## src/rtl/wb_mux_n_pkg.sv

```systemverilog
// Shared definitions for the wb_mux_n interconnect.
//   wb_state_t     : FSM state encoding (IDLE=0, ACTIVE=1, ERR=2)
//   ERR_COUNT_MAX  : saturation value of the sticky error counter
//   cnt_width()    : width of a counter that must reach max_count-1
package wb_mux_n_pkg;

  typedef enum logic [1:0] {
    ST_IDLE   = 2'd0,
    ST_ACTIVE = 2'd1,
    ST_ERR    = 2'd2
  } wb_state_t;

  localparam logic [7:0] ERR_COUNT_MAX = 8'hFF;

  // The watchdog counts 0 .. max_count-1, so clog2(max_count) bits suffice;
  // keep at least one bit for max_count == 1.
  function automatic int cnt_width(input int max_count);
    return (max_count < 2) ? 1 : $clog2(max_count);
  endfunction

endpackage

```

## src/rtl/wb_mux_n_if.sv

```systemverilog
// Single Wishbone B4 classic link between the host master and the mux.
//   adr, dat_w, we, sel, stb, cyc : master -> mux
//   dat_r, ack, err, rty          : mux -> master
// Handshake: the master holds cyc&stb (and adr/dat_w/we/sel stable) until a
// cycle in which exactly that transfer is terminated by ack, err or rty; the
// transfer completes at the clock edge ending that cycle.
interface wb_mux_n_if #(
  parameter int DATA_WIDTH   = 128,
  parameter int ADDR_WIDTH   = 32,
  parameter int SELECT_WIDTH = 16
);
  logic [ADDR_WIDTH-1:0]   adr;
  logic [DATA_WIDTH-1:0]   dat_w;
  logic [DATA_WIDTH-1:0]   dat_r;
  logic                    we;
  logic [SELECT_WIDTH-1:0] sel;
  logic                    stb;
  logic                    cyc;
  logic                    ack;
  logic                    err;
  logic                    rty;

  modport master (
    output adr, dat_w, we, sel, stb, cyc,
    input  dat_r, ack, err, rty
  );

  modport slave (
    input  adr, dat_w, we, sel, stb, cyc,
    output dat_r, ack, err, rty
  );
endinterface

```

## src/rtl/wb_mux_n_addr_decode.sv

```systemverilog
// Combinational priority address decoder.
//   adr      : master address
//   base     : N_SLAVES packed base addresses, slice i = slave i
//   msk      : N_SLAVES packed address masks
//   sel      : one-hot select of the lowest matching slave
//   hit      : at least one slave matched
module wb_mux_n_addr_decode #(
  parameter int N_SLAVES   = 4,
  parameter int ADDR_WIDTH = 32
) (
  input  logic [ADDR_WIDTH-1:0]          adr,
  input  logic [N_SLAVES*ADDR_WIDTH-1:0] base,
  input  logic [N_SLAVES*ADDR_WIDTH-1:0] msk,
  output logic [N_SLAVES-1:0]            sel,
  output logic                           hit
);
  import wb_mux_n_pkg::*;

  always_comb begin
    logic                  found;
    logic [ADDR_WIDTH-1:0] m;
    sel   = '0;
    found = 1'b0;
    m     = '0;
    // Ascending scan; the first match blocks all higher indices.
    for (int i = 0; i < N_SLAVES; i++) begin
      m = msk[i*ADDR_WIDTH +: ADDR_WIDTH];
      if (!found && ((adr & m) == (base[i*ADDR_WIDTH +: ADDR_WIDTH] & m))) begin
        sel[i] = 1'b1;
        found  = 1'b1;
      end
    end
    hit = found;
  end

endmodule

```

## src/rtl/wb_mux_n.sv

```systemverilog
// N-way Wishbone B4 classic interconnect: one host master, N_SLAVES slaves.
// Address decode is registered in IDLE; unmapped accesses get a one-cycle
// bus error; a watchdog terminates slaves that never respond; err_count and
// err_adr hold sticky debug status.
// Ports:
//   clk, rst        : clock, synchronous active-high reset
//   wbm             : host master link (mux is the slave end)
//   wbs_adr_o/dat_o/sel_o : broadcast copies of master adr/dat/sel
//   wbs_dat_i       : per-slave read data
//   wbs_we/stb/cyc_o: per-slave controls, only for the selected slave
//   wbs_ack/err/rty_i : per-slave terminations
//   wbs_addr, wbs_addr_msk : per-slave base address and mask
//   err_count       : saturating count of error terminations
//   err_adr         : address of the last errored access
//   fsm_state       : current FSM state
module wb_mux_n #(
  parameter int DATA_WIDTH   = 128,
  parameter int ADDR_WIDTH   = 32,
  parameter int SELECT_WIDTH = 16,
  parameter int N_SLAVES     = 4,
  parameter int TIMEOUT      = 255
) (
  input  logic                             clk,
  input  logic                             rst,
  wb_mux_n_if.slave                        wbm,
  output logic [N_SLAVES*ADDR_WIDTH-1:0]   wbs_adr_o,
  output logic [N_SLAVES*DATA_WIDTH-1:0]   wbs_dat_o,
  input  logic [N_SLAVES*DATA_WIDTH-1:0]   wbs_dat_i,
  output logic [N_SLAVES-1:0]              wbs_we_o,
  output logic [N_SLAVES*SELECT_WIDTH-1:0] wbs_sel_o,
  output logic [N_SLAVES-1:0]              wbs_stb_o,
  output logic [N_SLAVES-1:0]              wbs_cyc_o,
  input  logic [N_SLAVES-1:0]              wbs_ack_i,
  input  logic [N_SLAVES-1:0]              wbs_err_i,
  input  logic [N_SLAVES-1:0]              wbs_rty_i,
  input  logic [N_SLAVES*ADDR_WIDTH-1:0]   wbs_addr,
  input  logic [N_SLAVES*ADDR_WIDTH-1:0]   wbs_addr_msk,
  output logic [7:0]                       err_count,
  output logic [ADDR_WIDTH-1:0]            err_adr,
  output wb_mux_n_pkg::wb_state_t          fsm_state
);
  import wb_mux_n_pkg::*;

  localparam int WD_W = cnt_width(TIMEOUT);

  wb_state_t             state;
  logic [N_SLAVES-1:0]   sel_q;
  logic [ADDR_WIDTH-1:0] adr_q;
  logic [WD_W-1:0]       wd_cnt;

  logic [N_SLAVES-1:0]   dec_sel;
  logic                  dec_hit;

  logic [DATA_WIDTH-1:0] slv_dat;
  logic                  slv_ack;
  logic                  slv_err;
  logic                  slv_rty;

  logic live;
  logic resp;
  logic wd_expired;
  logic timeout_hit;
  logic gate;
  logic err_event;

  wb_mux_n_addr_decode #(
    .N_SLAVES  (N_SLAVES),
    .ADDR_WIDTH(ADDR_WIDTH)
  ) u_decode (
    .adr (wbm.adr),
    .base(wbs_addr),
    .msk (wbs_addr_msk),
    .sel (dec_sel),
    .hit (dec_hit)
  );

  // Broadcast bus; only stb/cyc/we select the target.
  assign wbs_adr_o = {N_SLAVES{wbm.adr}};
  assign wbs_dat_o = {N_SLAVES{wbm.dat_w}};
  assign wbs_sel_o = {N_SLAVES{wbm.sel}};

  // Response mux driven by the registered one-hot select.
  always_comb begin
    slv_dat = '0;
    slv_ack = 1'b0;
    slv_err = 1'b0;
    slv_rty = 1'b0;
    for (int i = 0; i < N_SLAVES; i++) begin
      if (sel_q[i]) begin
        slv_dat = slv_dat | wbs_dat_i[i*DATA_WIDTH +: DATA_WIDTH];
        slv_ack = slv_ack | wbs_ack_i[i];
        slv_err = slv_err | wbs_err_i[i];
        slv_rty = slv_rty | wbs_rty_i[i];
      end
    end
  end

  // Dropping cyc in ACTIVE abandons the transfer immediately, so every
  // slave-side signal and every response is qualified by the live cyc.
  assign live        = (state == ST_ACTIVE) && wbm.cyc;
  assign resp        = slv_ack || slv_err || slv_rty;
  // Fires on the TIMEOUT-th ACTIVE cycle without a response. The slave
  // cyc/stb gating uses only the count so there is no combinational path
  // from a slave's ack back to its own cyc; a response in this same cycle
  // still wins over the timeout error.
  assign wd_expired  = live && (wd_cnt == WD_W'(TIMEOUT - 1));
  assign timeout_hit = wd_expired && !resp;
  assign gate        = live && !wd_expired;

  assign wbs_cyc_o = gate              ? sel_q : '0;
  assign wbs_stb_o = (gate && wbm.stb) ? sel_q : '0;
  assign wbs_we_o  = (gate && wbm.we)  ? sel_q : '0;

  // Ack and err both pass through; a master that checks err first sees it.
  assign wbm.ack   = live && slv_ack;
  assign wbm.rty   = live && slv_rty;
  assign wbm.err   = (state == ST_ERR) || (live && slv_err) || timeout_hit;
  assign wbm.dat_r = live ? slv_dat : '0;

  assign err_event = wbm.err;
  assign fsm_state = state;

  always_ff @(posedge clk) begin
    if (rst) begin
      state     <= ST_IDLE;
      sel_q     <= '0;
      adr_q     <= '0;
      wd_cnt    <= '0;
      err_count <= '0;
      err_adr   <= '0;
    end else begin
      case (state)
        ST_IDLE: begin
          if (wbm.cyc && wbm.stb) begin
            sel_q  <= dec_sel;
            adr_q  <= wbm.adr;
            wd_cnt <= '0;
            state  <= dec_hit ? ST_ACTIVE : ST_ERR;
          end
        end
        ST_ACTIVE: begin
          if (!wbm.cyc || resp || wd_expired) begin
            state <= ST_IDLE;
          end else begin
            wd_cnt <= wd_cnt + WD_W'(1);
          end
        end
        ST_ERR: begin
          state <= ST_IDLE;
        end
        default: begin
          state <= ST_IDLE;
        end
      endcase

      if (err_event) begin
        if (err_count != ERR_COUNT_MAX) begin
          err_count <= err_count + 8'd1;
        end
        err_adr <= adr_q;
      end
    end
  end

endmodule

```

## src/flat_wrapper.sv

```systemverilog
// flat-port wrapper written by rule: the top's interface ports become plain ports
module wb_mux_n_flat import wb_mux_n_pkg::*;
#(
  parameter int DATA_WIDTH   = 128,
  parameter int ADDR_WIDTH   = 32,
  parameter int SELECT_WIDTH = 16,
  parameter int N_SLAVES     = 4,
  parameter int TIMEOUT      = 255
)
  (clk, rst, wbs_adr_o, wbs_dat_o, wbs_dat_i, wbs_we_o, wbs_sel_o, wbs_stb_o, wbs_cyc_o, wbs_ack_i, wbs_err_i, wbs_rty_i, wbs_addr, wbs_addr_msk, err_count, err_adr, fsm_state, wbm_adr, wbm_dat_w, wbm_we, wbm_sel, wbm_stb, wbm_cyc, wbm_dat_r, wbm_ack, wbm_err, wbm_rty);
  wb_mux_n_if #(.DATA_WIDTH(DATA_WIDTH), .ADDR_WIDTH(ADDR_WIDTH), .SELECT_WIDTH(SELECT_WIDTH)) wbm_i ();
  input  logic clk;
  input  logic rst;
  output logic [N_SLAVES*ADDR_WIDTH-1:0] wbs_adr_o;
  output logic [N_SLAVES*DATA_WIDTH-1:0] wbs_dat_o;
  input  logic [N_SLAVES*DATA_WIDTH-1:0] wbs_dat_i;
  output logic [N_SLAVES-1:0] wbs_we_o;
  output logic [N_SLAVES*SELECT_WIDTH-1:0] wbs_sel_o;
  output logic [N_SLAVES-1:0] wbs_stb_o;
  output logic [N_SLAVES-1:0] wbs_cyc_o;
  input  logic [N_SLAVES-1:0] wbs_ack_i;
  input  logic [N_SLAVES-1:0] wbs_err_i;
  input  logic [N_SLAVES-1:0] wbs_rty_i;
  input  logic [N_SLAVES*ADDR_WIDTH-1:0] wbs_addr;
  input  logic [N_SLAVES*ADDR_WIDTH-1:0] wbs_addr_msk;
  output logic [7:0] err_count;
  output logic [ADDR_WIDTH-1:0] err_adr;
  output wb_mux_n_pkg::wb_state_t fsm_state;
  input wire logic [$bits(wbm_i.adr)-1:0] wbm_adr;
  input wire logic [$bits(wbm_i.dat_w)-1:0] wbm_dat_w;
  input wire logic [$bits(wbm_i.we)-1:0] wbm_we;
  input wire logic [$bits(wbm_i.sel)-1:0] wbm_sel;
  input wire logic [$bits(wbm_i.stb)-1:0] wbm_stb;
  input wire logic [$bits(wbm_i.cyc)-1:0] wbm_cyc;
  output wire logic [$bits(wbm_i.dat_r)-1:0] wbm_dat_r;
  output wire logic [$bits(wbm_i.ack)-1:0] wbm_ack;
  output wire logic [$bits(wbm_i.err)-1:0] wbm_err;
  output wire logic [$bits(wbm_i.rty)-1:0] wbm_rty;
  assign wbm_i.adr = wbm_adr;
  assign wbm_i.dat_w = wbm_dat_w;
  assign wbm_i.we = wbm_we;
  assign wbm_i.sel = wbm_sel;
  assign wbm_i.stb = wbm_stb;
  assign wbm_i.cyc = wbm_cyc;
  assign wbm_dat_r = wbm_i.dat_r;
  assign wbm_ack = wbm_i.ack;
  assign wbm_err = wbm_i.err;
  assign wbm_rty = wbm_i.rty;
  wb_mux_n #(.DATA_WIDTH(DATA_WIDTH), .ADDR_WIDTH(ADDR_WIDTH), .SELECT_WIDTH(SELECT_WIDTH), .N_SLAVES(N_SLAVES), .TIMEOUT(TIMEOUT)) u_core (.clk(clk), .rst(rst), .wbm(wbm_i), .wbs_adr_o(wbs_adr_o), .wbs_dat_o(wbs_dat_o), .wbs_dat_i(wbs_dat_i), .wbs_we_o(wbs_we_o), .wbs_sel_o(wbs_sel_o), .wbs_stb_o(wbs_stb_o), .wbs_cyc_o(wbs_cyc_o), .wbs_ack_i(wbs_ack_i), .wbs_err_i(wbs_err_i), .wbs_rty_i(wbs_rty_i), .wbs_addr(wbs_addr), .wbs_addr_msk(wbs_addr_msk), .err_count(err_count), .err_adr(err_adr), .fsm_state(fsm_state));
endmodule
```

## config.mk

```make
export PLATFORM = sky130hd
export DESIGN_NAME = wb_mux_n_flat
export DESIGN_NICKNAME = d
export VERILOG_FILES = /design/src/rtl/wb_mux_n_pkg.sv /design/src/rtl/wb_mux_n_if.sv /design/src/rtl/wb_mux_n_addr_decode.sv /design/src/rtl/wb_mux_n.sv /design/src/flat_wrapper.sv
export SDC_FILE = /design/constraint.sdc
export NUM_CORES = 1
export LEC_CHECK = 0
export ABC_CLOCK_PERIOD_IN_PS = 3400
export BUFFER_PORTS_ARGS = -buffer_cell sky130_fd_sc_hd__buf_2
export CAP_MARGIN = 20
export CORE_AREA = 4 4 724 726
export DETAILED_ROUTE_END_ITERATION = 7
export DIE_AREA = 0 0 728 730
export PLACE_DENSITY_LB_ADDON = 0.2
export SYNTH_ARGS = -nofsm -noshare
export SYNTH_HDL_FRONTEND = slang
export SYNTH_SLANG_ARGS = --single-unit
```

## constraint.sdc

```tcl
create_clock -name clk -period 3.4 [get_ports clk]
set_clock_uncertainty 0.2 [all_clocks]
set_input_delay 0.51 -clock clk [delete_from_list [all_inputs] [get_ports clk]]
set_output_delay 0.51 -clock clk [all_outputs]
set_load 0.05 [all_outputs]
```

==> results.txt, run 1 <==
The flow ran to the end, but the final reports show violations. The checks that failed: antenna violations. The placeable core area is between 500000 and 600000 sq um. The initialized floorplan defines 264 standard-cell rows.

The setup TNS after final layout is 0 ns. The worst setup path is of the flop to output pin kind. Hold timing on the final database bottoms out at a slack of around 0.25 ns. The warning count from the yosys run is 0.

The number of iterations in the first detailed-routing pass came out at 4. The final critical path time including I/O delays and setup came out at 3.302 ns. The total count of hold-check failures in the final report is 0.

The power density over the cells is 154.5 nW/um^2. For this block, wires on met1 add up to ~110 mm. The I/O pin count came out at 1850.

The total of endpoints with negative setup slack in the final report came out at 0. The area share of the largest cell type after synthesis is 0.3952. The type of origin of the critical path is a flop.

The wire length per cell is around 35 um. At the worst endpoint, the required time is about 2.7 ns. The mean instance size in the synthesized netlist is between 7 and 8 sq um.

Leaving out filler cells and counting taps, the final layout contains 9325. Static timing analysis puts the maximum clock frequency at a little over 300 MHz. The DRC violation total after the first TritonRoute iteration is between 1k and 1.5k.

The placer's final routability congestion estimate is between 0.7 and 0.8. The worst hold path belongs to the class flop to flop. The data arrival time of the critical path came out at 2.59 ns. The number of instances in the synthesized netlist is about 1.8k. The maximum VDD drop came out at around 0.19 mV. In this run, distinct cell masters in the synthesized netlist total 41. The height of the die is between 700 and 800 um. The source-to-sink clock delay at the later pin of the worst-skew pair is between 0.3 and 0.4 ns. The effective utilization at floorplan came out at 0.02592. The switching share of power is 0.4492.

Sorting the synthesized cells by area gives the leading types as buf_4 40%, a22oi_1 18%, dfxtp_1 13%. The number of global-route vias before repair was around 16k. The area taken by flip-flops and latches came out at between 1500 and 2000 sq um. The DRC violation count after routing is 0. The filler cell count in the final layout came out at around 62k. Summing all multi-input logic gate instances after layout gives ~6000 sq um.

After detailed routing, no signal wire sits above met5. Entering global routing, the biggest net connects a little under 60 pins. The number of buffers added to fix hold violations after cts is 0.

In the routed layout, each cell is associated on average with a via count of approximately 1.9. The power spent charging and discharging nets came out at 1719 uW. The global-route wire length before repair is between 300 and 400 mm. The kind of end point of the critical path is an output pin.

The maximum buffer depth of the clock tree came out at 2. The cell area that synthesis handed to floorplanning was 13390 sq um. The synthesized flop and latch total is 86. The total global routing track utilization came out at 0.1154.

Headroom to the max-slew limit came out at 0.3007. Of the total power, registers draw 0.273. Counting every sink on the clock net gives 86. The ratio of cells with drive above 1 in the final layout came out at 0.5838.

For this block, the via count after detailed routing is 17.37k. In this run, synthesis inferred 0 flip-flops with an integrated enable. For the pin with the worst max-slew slack, the measured transition is approximately 1.0 ns. The clock power share came out at 0.273.

The met3 wire length is between 40 and 50 mm. The final routed wirelength across all metal layers is roughly 320 mm. Of all flip-flops after synthesis, the portion carrying an async set or reset was 0. The number of buffers inserted during clock tree synthesis came out at 9. The count of input and output buffers is ~1.1k. The maximum level of the CTS H-tree came out at 3.

The utilization of the core after routing came out at 0.04795. The die covers 531400 sq um. The clock-pin slew on the worst setup and hold paths is approximately 0.08 ns. Of all nets on the critical path, the largest fanout is 5. The number of nets handed over by synthesis was 2793. The max-slew violation total from the final report came out at 0.

Of the total power, combinational logic draws 0.455. The layout overhead on the synthesized area is 84.97%. The cell-internal power is approximately 2100 uW. The global-route congestion overflow total came out at 0. Summed over all cells, the static leakage comes to roughly 0.0078 uW. The root buffer cell is clkbuf_16. The max capacitance violation total is 0. Setup repair after global routing could not meet its margin everywhere. The met2 routed wirelength is between 150 and 200 mm.

The number of antenna violations at the first check in global routing is about 360. The number of routed nets with antenna violations is 1. The post-layout net count came out at about 3.2k. Summed over all instances, the cell type with the most area after synthesis is buf_4. The x dimension of the die is between 700 and 800 um. TritonCTS built the clock tree.

The main flop type after synthesis is dfxtp_1. Of the synthesized area, sequential elements account for 0.1286. The half-perimeter wire length after detailed placement is around 300 mm. The final worst-path cycle share came out at 0.9713. The number of placed cells counting well taps is 9181.
==> cells in the mapped netlist (3+ instances only) <==
cell and instances:
o2111ai_1 3, and4_1 4, buf_1 10, nand2_1 135, buf_2 19, a22oi_1 322
ha_1 3, dfxtp_1 86, buf_4 705, nand3b_1 4, nor2_1 16, nand3_1 4
o21ai_0 4, clkbuf_1 104, and2_1 4, a21oi_1 203, nor4_1 3, inv_1 6
nand4_1 18, nor3_1 5, and3_1 11, xor2_1 134, o31ai_1 3
==> through the flow <==
stage	instance area (sq um)	setup slack [ns]	total power (uW)
after floorplan	13390	0.5790	3587
after global placement	23970	-0.6051	2873
after detailed placement	23980	-0.3868	2873
after CTS	24460	-0.1536	3953
after global routing	24570	-0.05521	4021
final	24770	0.09757	3828
==> logic make-up (layout without fill, tap and decap cells) <==
family | Yosys count | in the layout | share of synthesized area
AOI/OAI and AO/OA | 547 | 547 | 0.2706
other | 0 | 119 | 0
DFF | 86 | 86 | 0.1285
and+or+nand+nor | 213 | 213 | 0.07306
buffers and inverters | 845 | 1306 | 0.4368
xor gates and xnor gates | 135 | 135 | 0.08829
adders and majority gates | 3 | 3 | 0.002803
==> sequential cells by signal, summed over array words and instances (netlist names) <==
name and count:
u_core.adr_q 32, u_core.err_adr 32, u_core.err_count 8, u_core.fsm_state 2, u_core.sel_q 4, u_core.wd_cnt 8
==> power by group through the flow <==
stage	Sequential, uW	Clock (uW)	Combinational [uW]
after global placement	1070	0	1800
final	1040	1040	1740
after floorplan	1080	0	2510
after CTS	1040	1100	1810
after global routing	1050	1130	1850
after detailed placement	1070	0	1810
==> placed cells by master (no fill, tap or decap), drive strengths merged, types with 2 or more instances in the layout <==
cell type / n
a21oi: 203
a221oi: 2
a22o: 2
a22oi: 322
and2: 4
and3: 11
and4: 4
and4b: 2
buf: 1283
clkbuf: 9
dfxtp: 86
diode: 119
ha: 3
inv: 12
nand2: 135
nand3: 4
nand3b: 4
nand4: 18
nor2: 16
nor3: 5
nor4: 4
o2111ai: 3
o21ai: 4
o31ai: 3
or3: 2
or4: 2
xor2: 134
==> cell type report <==
class | count | area share
clock inverters | 7 | 0.002525
flip-flops and latches | 86 | 0.07010
well taps | 6916 | 0.3493
diodes | 119 | 0.01202
inverters | 6 | 0.001010
multi-input cells | 898 | 0.2421
repair buffers | 1284 | 0.3139
clock buffers | 9 | 0.009091
==> critical path: stages, from the launching register on <==
cell	delay (ns)
dfxtp_4	0.44
a22o_4	0.33
a221oi_4	0.58
buf_6	0.25
a31oi_4	0.10
a2bb2oi_4	0.19
inv_4	0.10
buf_8	0.15
==> routing by layer <==
metal	global-route usage	vias up
met5	0.007099	-
met4	0.01433	87
met3	0.06833	604
met2	0.2127	1984
met1	0.1126	7963
li1	-	6735
==> final timing paths <==
check | slack (ns) | cells after the start | start | end
min reg2reg | 0.25 | 2 | u_core.err_adr[23]$_SDFFE_PP0P_ | u_core.err_adr[23]$_SDFFE_PP0P_
max reg2reg | 0.30 | 8 | u_core.sel_q[0]$_SDFFE_PP0P_ | u_core.err_count[4]$_SDFFE_PP0P_
max | 0.1 | 7 | u_core.sel_q[0]$_SDFFE_PP0P_ | wbm_err
min | 0.25 | 2 | u_core.err_adr[23]$_SDFFE_PP0P_ | u_core.err_adr[23]$_SDFFE_PP0P_
==> repair_timing <==
action                                  4_1_cts  5_1_grt
buffers inserted                              7        1
cloned                                        1        0
resized for setup                            26        1
endpoints found under the hold margin         0        0
pin swaps                                     5        1
endpoints found under the setup margin       89        4
Power figures use the tool's default switching activity.
==> run 2, diff against run 1 <==
--- a/config.mk
+++ b/config.mk
@@ -8,10 +8,12 @@
 export ABC_CLOCK_PERIOD_IN_PS = 3400
 export BUFFER_PORTS_ARGS = -buffer_cell sky130_fd_sc_hd__buf_2
 export CAP_MARGIN = 20
-export CORE_AREA = 4 4 724 726
+export CORE_AREA = 4 4 723 725
 export DETAILED_ROUTE_END_ITERATION = 7
-export DIE_AREA = 0 0 728 730
+export DIE_AREA = 0 0 727 729
+export HOLD_SLACK_MARGIN = 0.06
 export PLACE_DENSITY_LB_ADDON = 0.2
 export SYNTH_ARGS = -nofsm -noshare
 export SYNTH_HDL_FRONTEND = slang
+export SYNTH_HIERARCHICAL = 1
 export SYNTH_SLANG_ARGS = --single-unit
==> results.txt, run 2 <==
The run finished with clean final reports. The number of distinct library cells after synthesis is 44 (+7.3%). The DRC violation total after the first TritonRoute iteration came out at 1261 (+3.4%). The final routed wirelength across all metal layers is 320.1 mm (-0.57%).

The number of iterations in the first detailed-routing pass came out at 5 (+1). The effective utilization at floorplan is 0.02591 (about the same). The power spent charging and discharging nets came out at 1962 uW (+14%). The cell-internal power is 2116 uW (+0.36%). The highest clock rate came out at 294.5 MHz (-2.7%). The count of input and output buffers was 1129 (unchanged).

Among all cell types in the netlist, the one instantiated most often is buf_4. The post-layout net count is 3174 (-2.3%). The total count of hold-check failures in the final report came out at 0 (unchanged). In this run the clock root is driven by a clkbuf_16. The required time of the critical path is 3.56 ns (+0.87 ns). The maximum level of the CTS H-tree is 3 (unchanged). The I/O pin count is 1850 (unchanged). Following the worst setup path forward leads to its endpoint at u_core/fsm_state[0]$_SDFFE_PP0P_. The switching share of power came out at 0.4811 (+0.03198). The via count is 17.33k (-0.26%). The number of global-route vias before repair is 15.91k (-2.7%). The number of synthesized flops with an enable pin is 0 (unchanged). The setup TNS after final layout is 0 ns (unchanged). The power density over the cells came out at 167.7 nW/um^2 (+8.5%). The net count of the mapped netlist came out at 2729 (-2.3%). The count of cells along the worst register-to-register path came to 10 (+2).

The number of antenna violations at the first check in global routing is 383 (+7.9%). The synthesized design spends more area on one cell type than any other, namely buf_4. The static power due to leakage is 0.007640 uW (-1.8%). The height of the die came to 729 um (-0.14%). The fraction of registers with async set/reset came out at 0 (unchanged). On the critical path the largest part of the delay comes from simple AND/OR/NAND/NOR gates. Leaving out fill and tap cells, the most frequent cell in the layout is buf_2. The combined area of all synthesized cells was 13370 sq um (-0.20%).

The half-perimeter wire length after detailed placement is 301.1 mm (-0.89%). The final worst-path cycle share came out at 0.9986 (+0.02728). The highest cell delay on the worst timing path was 0.77 ns (+0.19 ns). The category of the critical setup timing path is primary input to flop. The filler cell count in the final layout was 61.76k (-0.015%). In the synthesized netlist the dominant register cell turns out to be dfxtp_1. The min-delay analysis places its worst path in the category primary input to flop. The share of total power in sequential cells came out at 0.255 (-0.018). The TritonCTS clock tree is done.

The final critical path time including I/O delays and setup came to 3.395 ns (+0.09276 ns). The total non-filler cell area in the finished layout is 24320 sq um (-1.8%). The start of the worst register-to-register path is u_core/sel_q[3]$_SDFFE_PP0P_. The number of buffers inserted during clock tree synthesis is 9 (unchanged). The total global routing track utilization came out at 0.1151 (-0.0002705). The most critical setup path has its startpoint at wbm_adr[22]. The area after detailed placement came out at 23530 sq um (-1.9%).

The max-slew violation total from the final report is 0 (unchanged). The maximum VDD drop is 0.2209 mV (+16%). The maximum buffer depth of the clock tree was 2 (unchanged). The number of buffers and inverters on the critical path came to 2 (-1). The clock power share came out at 0.313 (+0.040). The layout overhead on the synthesized area came out at 81.94%.

The mean instance size in the synthesized netlist came to 7.573 sq um (+3.4%). The CTS sink count came out at 86 (unchanged). Among all stages on the critical path, the largest delay is contributed by a22oi_1. The slack of the worst reg-to-reg path came out at 0.49 ns (+0.19 ns). STA classifies the critical path startpoint as a primary input. The area share of the largest cell type after synthesis is 0.3965 (+0.001338). The ratio of cells with drive above 1 in the final layout came out at 0.5801 (-0.003707). Setup repair after global routing left no endpoint under its margin. The clock-pin slew on the worst setup and hold paths came to 0.09 ns (about the same). In this run the critical register-to-register path is captured at u_core/err_count[6]$_SDFFE_PP0P_. The largest registers in the layout are u_core/adr_q: 32 flops, u_core/err_adr: 32 flops.

The DRC violation count after routing is 0 (unchanged). The total of endpoints with negative setup slack in the final report came out at 0 (unchanged). The number of placed cells counting well taps is 9110 (-0.77%). The area enclosed by the die boundary is 530000 sq um (-0.27%).

The utilization of the core after routing is 0.04714 (-0.0008164). The signal on the critical path passes through buf_2 > xor2_1 > buf_4 > a22oi_1 > nand4_1 > nor4_2 > or4b_1 > a21oi_1 > nor2_1. The number of placement rows is 264 (unchanged). The top cell types in the final layout, fill and taps aside, are 1093 x buf_2, 310 x a22oi_1, 175 x a21oi_1, 135 x xor2_1. The global-route congestion overflow total came out at 0 (unchanged). The per-cell via count in the routed design is 1.866 (+0.18%). The filler-free cell count of the finished design is 9284 (-0.44%). The minimum setup slack after placement came out at -0.4654 ns (-0.07855 ns). The wire length per cell is 34.48 um (-0.13%).

The x dimension of the die came out at 727 um (-0.14%). The proportion of synthesized chip area in sequential cells is 0.1288 (+0.0002527). The pin count of the biggest net entering global routing is 85 (+47%). The warning count from the yosys run came to 6 (+6). The number of routed nets with antenna violations came out at 0 (-1).

The global-route wire length before repair is 356.8 mm (-0.56%). The maximum fanout along the worst path is 9 (+4). The number of buffers added to fix hold violations after cts came out at 0 (unchanged). The placer's final routability congestion estimate is 0.8029 (+3.7%). The final setup slack of the worst path is 0.004810 ns (-0.09276 ns). The transition at the pin with the smallest max-transition slack came to 0.9935 ns (-0.05196 ns). The placeable core area is 516000 sq um (-0.13%). The worst-case headroom to the max-slew limit is 0.3377 (+0.03700). The share of power burned in combinational logic is 0.432 (-0.023). The max capacitance violation total came out at 0 (unchanged). The source-to-sink clock delay at the later pin of the worst-skew pair was 0.45 ns (+0.08 ns). The number of cells on the critical path came to 9 (+2). The number of instances in the synthesized netlist was 1765 (-3.5%). Ranked by total cell area, the synthesized netlist is headed by buf_4 40%, a22oi_1 18%, dfxtp_1 13%. The synthesized flop and latch total came out at 86 (unchanged). After synthesis, the most frequently instantiated cells are 706 x buf_4, 320 x a22oi_1, 176 x a21oi_1.

The data arrival time of the critical path is 3.55 ns (+0.96 ns). The worst setup path is captured at a flop.
-- run 2: cell types whose count changed after synthesis, moves of 4 or more --
| cell | delta |
|---|---|
| buf_1 | +4 |
| and3_1 | +5 |
| a21oi_1 | -27 |
| a22oi_2 | +6 |
| clkbuf_1 | -29 |
| buf_2 | -16 |
| nand2_1 | -60 |
| mux2i_1 | +33 |
| nor3_1 | -4 |
| nor2_1 | +29 |
-- run 2: worst min path at each step --
stage	from	end	slack [ns]	cells after the start
final	wbm_adr[19]	u_core/adr_q[19]$_SDFFE_PP0P_	0.18	3
after global routing	wbm_adr[19]	u_core/adr_q[19]$_SDFFE_PP0P_	0.18	3
after CTS	wbm_adr[19]	u_core/adr_q[19]$_SDFFE_PP0P_	0.14	3
after global placement	u_core/adr_q[25]$_SDFFE_PP0P_	u_core/adr_q[25]$_SDFFE_PP0P_	0.25	2
after floorplan	u_core/adr_q[0]$_SDFFE_PP0P_	u_core/adr_q[0]$_SDFFE_PP0P_	0.24	2
after detailed placement	u_core/adr_q[14]$_SDFFE_PP0P_	u_core/adr_q[14]$_SDFFE_PP0P_	0.25	2
-- run 2: worst register-to-register path: stages (launching register included) --
cell	delay, ns
dfxtp_4	0.43
buf_4	0.21
a22oi_2	0.19
nand2_1	0.15
nor4_4	0.40
or2_4	0.22
buf_12	0.14
buf_4	0.26
buf_4	0.25
a21oi_1	0.10
a311oi_1	0.25
-- run 2: final cells by class --
type                    count  area [sq um]  share of cell area
clock inverters             7         77.57            0.003190
multi-input cells         874          6021              0.2476
repair buffers           1236          7212              0.2965
diodes                    153         382.9             0.01574
inverters                   3         11.26           0.0004630
clock buffers               9         225.2            0.009261
flip-flops and latches     86          1737             0.07141
well taps                6916          8653              0.3558
-- run 2: timing repair --
action,in CTS,in global routing
setup buffers,5,0
endpoints found under the setup margin,13,0
endpoints found under the hold margin,0,0
gates resized for setup,9,0
-- run 2: power by group through the flow --
stage	Clock [uW]	Combinational (uW)	Sequential, uW
after floorplan	0	2470	1080
after global placement	0	1800	1060
after detailed placement	0	1800	1060
after CTS	1380	1810	1040
after global routing	1360	1840	1040
final	1280	1760	1040
-- run 2: routing by layer --
metal	GRT usage	share of wire
met4	0.02169	0.024
met3	0.06845	0.14
met1	0.1175	0.35
met2	0.2022	0.49
met5	0.004313	0.0027
-- run 2: logic make-up after synthesis --
group           count (synthesis)  synth area share
buf+inv                       805            0.4268
compound gates                516            0.2586
simple gates                  187           0.06974
xor+xnor                      135           0.08846
flops                          86            0.1288
mux                            33           0.02471
fa+ha+maj                       3          0.002808
-- run 2: through the flow --
stage | hold slack [ns] | power (uW)
2_1_floorplan | 0.2360 | 3552
3_5_place_dp | 0.2518 | 2859
4_1_cts | 0.1392 | 4228
5_1_grt | 0.1789 | 4252
3_3_place_gp | 0.2506 | 2864
6_report | 0.1824 | 4079
==> run 3, diff against run 2 <==
--- a/config.mk
+++ b/config.mk
@@ -5,12 +5,13 @@
 export SDC_FILE = /design/constraint.sdc
 export NUM_CORES = 1
 export LEC_CHECK = 0
+export ABC_AREA = 1
 export ABC_CLOCK_PERIOD_IN_PS = 3400
 export BUFFER_PORTS_ARGS = -buffer_cell sky130_fd_sc_hd__buf_2
 export CAP_MARGIN = 20
-export CORE_AREA = 4 4 723 725
+export CORE_AREA = 4 4 729 731
 export DETAILED_ROUTE_END_ITERATION = 7
-export DIE_AREA = 0 0 727 729
+export DIE_AREA = 0 0 733 735
 export HOLD_SLACK_MARGIN = 0.06
 export PLACE_DENSITY_LB_ADDON = 0.2
 export SYNTH_ARGS = -nofsm -noshare
==> results.txt, run 3 <==
The type of origin of the critical path is a flop. The number of buffers inserted during clock tree synthesis came out at 9 (unchanged). The commonest cells after synthesis are 706 x buf_4, 411 x nand2_1, 287 x nor2_1. The main flop type after synthesis is dfxtp_1. The sum of routed wire segments on met1 came out at 94.12 mm (-15%). The number of routed nets with antenna violations was 0 (unchanged). The post-layout net count came out at 3709 (+17%).

The category of the critical setup timing path is flop to output pin. The ratio of cells with drive above 1 in the final layout came to 0.4818 (-0.09832). The DRC violation count after routing came out at 0 (unchanged). The number of placement rows is 266 (+0.76%). The number of antenna violations at the first check in global routing came to 286 (-25%). The count of input and output buffers came out at 1129 (unchanged). Relative to the synthesized area, the layout overhead comes to 77.76%. The number of global-route vias before repair came out at 18.13k (+14%). The number of distinct library cells after synthesis was 33 (-25%). The effective utilization at floorplan is 0.02751 (+0.001603).

The synthesized flop and latch total is 86 (unchanged). The final critical path time including I/O delays and setup was 3.319 ns (-0.07656 ns). The worst setup path is captured at an output pin.

The share of power burned in combinational logic came to 0.534 (+0.102). The root buffer cell is clkbuf_16. The source-to-sink clock delay at the later pin of the worst-skew pair is 0.45 ns (about the same). The maximum VDD drop is 0.2229 mV (+0.89%). The utilization of the core after routing came out at 0.04890 (+0.001766). In this run the worst hold path is classified as primary input to flop.

The static power due to leakage came to 0.009739 uW (+27%). The CTS sink count came out at 86 (unchanged). The final worst-path cycle share came out at 0.9761 (-0.02252).

The highest clock rate came out at 301.3 MHz (+2.3%). The x dimension of the die is 733 um (+0.83%). The met3 wire length came to 56.53 mm (+30%). The net count of the mapped netlist came to 3243 (+19%). The flow ran to the end, and the final reports show no timing, DRC or antenna violations.

The per-cell via count in the routed design came out at 1.924 (+3.1%). Leaving out fill and tap cells, the most frequent cell in the layout is buf_2. The number of iterations in the first detailed-routing pass came out at 7 (+2). The number of instances in the synthesized netlist was 2279 (+29%).

The global-route wire length before repair came out at 346.2 mm (-3.0%). The max capacitance violation total came out at 0 (unchanged). The placer's final routability congestion estimate came out at 0.8535 (+6.3%).

The sum of internal, switching and leakage power was 4819 uW (+18%). The switching share of power is 0.4944 (+0.01325). The power density over the cells came out at 188.0 nW/um^2 (+12%). In the final layout, the registers with the most flip-flops are u_core/adr_q: 32 flops, u_core/err_adr: 32 flops. The warning count from the yosys run came out at 6 (unchanged).

The met2 routed wirelength came out at 142.2 mm (-9.8%). The number of buffers added to fix hold violations after cts is 0 (unchanged). The via count came out at 18.83k (+8.7%).

The required time of the critical path was 2.69 ns (-0.87 ns). The number of synthesized flops with an enable pin was 0 (unchanged). The maximum level of the CTS H-tree came out at 3 (unchanged). The DRC violation total after the first TritonRoute iteration is 1127 (-11%). The highest layer touched by signal routing is met5. The combined area of all synthesized cells came to 14420 sq um (+7.9%). The maximum fanout along the worst path came out at 7 (-2). The I/O pin count came to 1850 (unchanged). The worst-case headroom to the max-slew limit is 0.2971 (-0.04054).

The total count of hold-check failures in the final report is 0 (unchanged). The area share of the largest cell type after synthesis is 0.3675 (-0.02897). The data arrival time of the critical path is 2.61 ns (-0.94 ns).

The area after detailed placement was 24920 sq um (+5.9%). The half-perimeter wire length after detailed placement came out at 284.8 mm (-5.4%). The final routed wirelength across all metal layers is 304.8 mm (-4.8%). The maximum buffer depth of the clock tree came out at 2 (unchanged).

The most instantiated library cell after synthesis is buf_4. In this run the worst setup path begins at u_core/sel_q[0]$_SDFFE_PP0P_. TritonCTS built the clock tree.

The clock power share was 0.240 (-0.073). Summed over all instances, the cell type with the most area after synthesis is buf_4. By area the synthesized netlist is led by buf_4 37%, dfxtp_1 12%, nand2_1 11%. The top cell types in the final layout, fill and taps aside, are 1087 x buf_2, 411 x nand2_1, 285 x nor2_1, 137 x nand3_1, 136 x inv_1. The cell-internal power is 2436 uW (+15%). The wire length per cell came out at 31.14 um (-9.7%). The beginning of the worst hold path is wbm_adr[2].

The placeable core area was 524200 sq um (+1.6%). The total of endpoints with negative setup slack in the final report is 0 (unchanged). The mean instance size in the synthesized netlist is 6.327 sq um (-16%). The power spent charging and discharging nets is 2382 uW (+21%). The transition at the pin with the smallest max-transition slack is 1.054 ns (+0.06081 ns). The total global routing track utilization came out at 0.1081 (-0.006999). The total non-filler cell area in the finished layout came to 25630 sq um (+5.4%). The area enclosed by the die boundary is 538800 sq um (+1.7%). The max-slew violation total from the final report was 0 (unchanged). The worst register-to-register path begins at u_core/sel_q[2]$_SDFFE_PP0P_. The share of total power in sequential cells came to 0.226 (-0.029). The clock-pin slew on the worst setup and hold paths came to 0.12 ns (+0.03 ns). The global-route congestion overflow total was 0 (unchanged). The height of the die was 735 um (+0.82%). The proportion of synthesized chip area in sequential cells came out at 0.1194 (-0.009410). The fraction of registers with async set/reset is 0 (unchanged). The pin count of the biggest net entering global routing came out at 86 (+1.2%).
## run 3: cell count changes in the layout (fill, tap and decap cells not counted), moves of 106 or more
cell and delta:
a22oi_1 -310, nand2_1 +336, a221oi_1 +106, nor2_1 +240, nand3_1 +133, a21oi_1 -134
a22o_1 +127, xor2_1 -129, inv_1 +133
## run 3: cell families (layout without fill, tap and decap cells)
kind of cell / Yosys count / count (layout) / synth area share
compound gates: 351 / 351 / 0.1895
fa+ha+maj: 3 / 3 / 0.002603
simple gates: 882 / 882 / 0.2507
xor+xnor: 11 / 11 / 0.006681
buf+inv: 946 / 1417 / 0.4311
other cells: 0 / 68 / 0
flops: 86 / 86 / 0.1194
## run 3: timing repair
item	CTS	global route
buffers inserted	10	0
resized for setup	18	1
setup endpoints to repair	30	2
pin swaps	1	0
cloned	1	0
## run 3: power groups by stage
stage          clock network [uW]  logic [uW]  registers (uW)
2_1_floorplan                   0        2850            1160
3_3_place_gp                    0        2670            1130
3_5_place_dp                    0        2690            1130
4_1_cts                      1290        2760            1090
5_1_grt                      1300        2820            1100
6_report                     1160        2570            1090
## run 3: final timing paths
check	cells past startpoint	end	slack [ns]
worst max-delay path	6	wbm_dat_r[24]	0.08
worst min-delay path	3	u_core/adr_q[2]$_SDFFE_PP0P_	0.22
worst max register to register	12	u_core/err_count[7]$_SDFFE_PP0P_	0.61
worst min register to register	2	u_core/adr_q[1]$_SDFFE_PP0P_	0.26
## run 3: routing by layer
layer,GRT usage,vias up
met3,0.09190,555
met2,0.1826,2000
met5,0.009791,-
li1,-,7835
met4,0.02802,77
met1,0.09632,8366
## run 3: worst max-delay path: stages, from the launching register on
cell and delay, ns:
dfxtp_4 0.39, buf_12 0.14, buf_4 0.17, a22o_1 0.22, a221oi_2 0.77, nor2_1 0.12, buf_2 0.31
## run 3: per-stage QoR
| stage | hold slack [ns] | std cells | TNS [ns] | setup slack [ns] |
|---|---|---|---|---|
| floorplan | 0.2413 | 2279 | 0 | 0.6665 |
| global placement | 0.2570 | 9683 | -6.406 | -1.466 |
| detailed placement | 0.2558 | 9691 | -1.501 | -0.5404 |
| CTS | 0.1688 | 9718 | 0 | 0.002619 |
| global route | 0.2110 | 9760 | -0.006985 | -0.006985 |
| finish | 0.2152 | 9786 | 0 | 0.08137 |
## run 3: final cells by class
class	instances	area (sq um)
Antenna cell	68	170.2
Clock buffer	9	225.2
Clock inverter	7	72.57
Fill cell	62636	498600
Inverter	144	540.5
Multi-Input combinational cell	1247	6670
Sequential cell	86	1737
Tap cell	6968	8718
Timing Repair Buffer	1257	7500
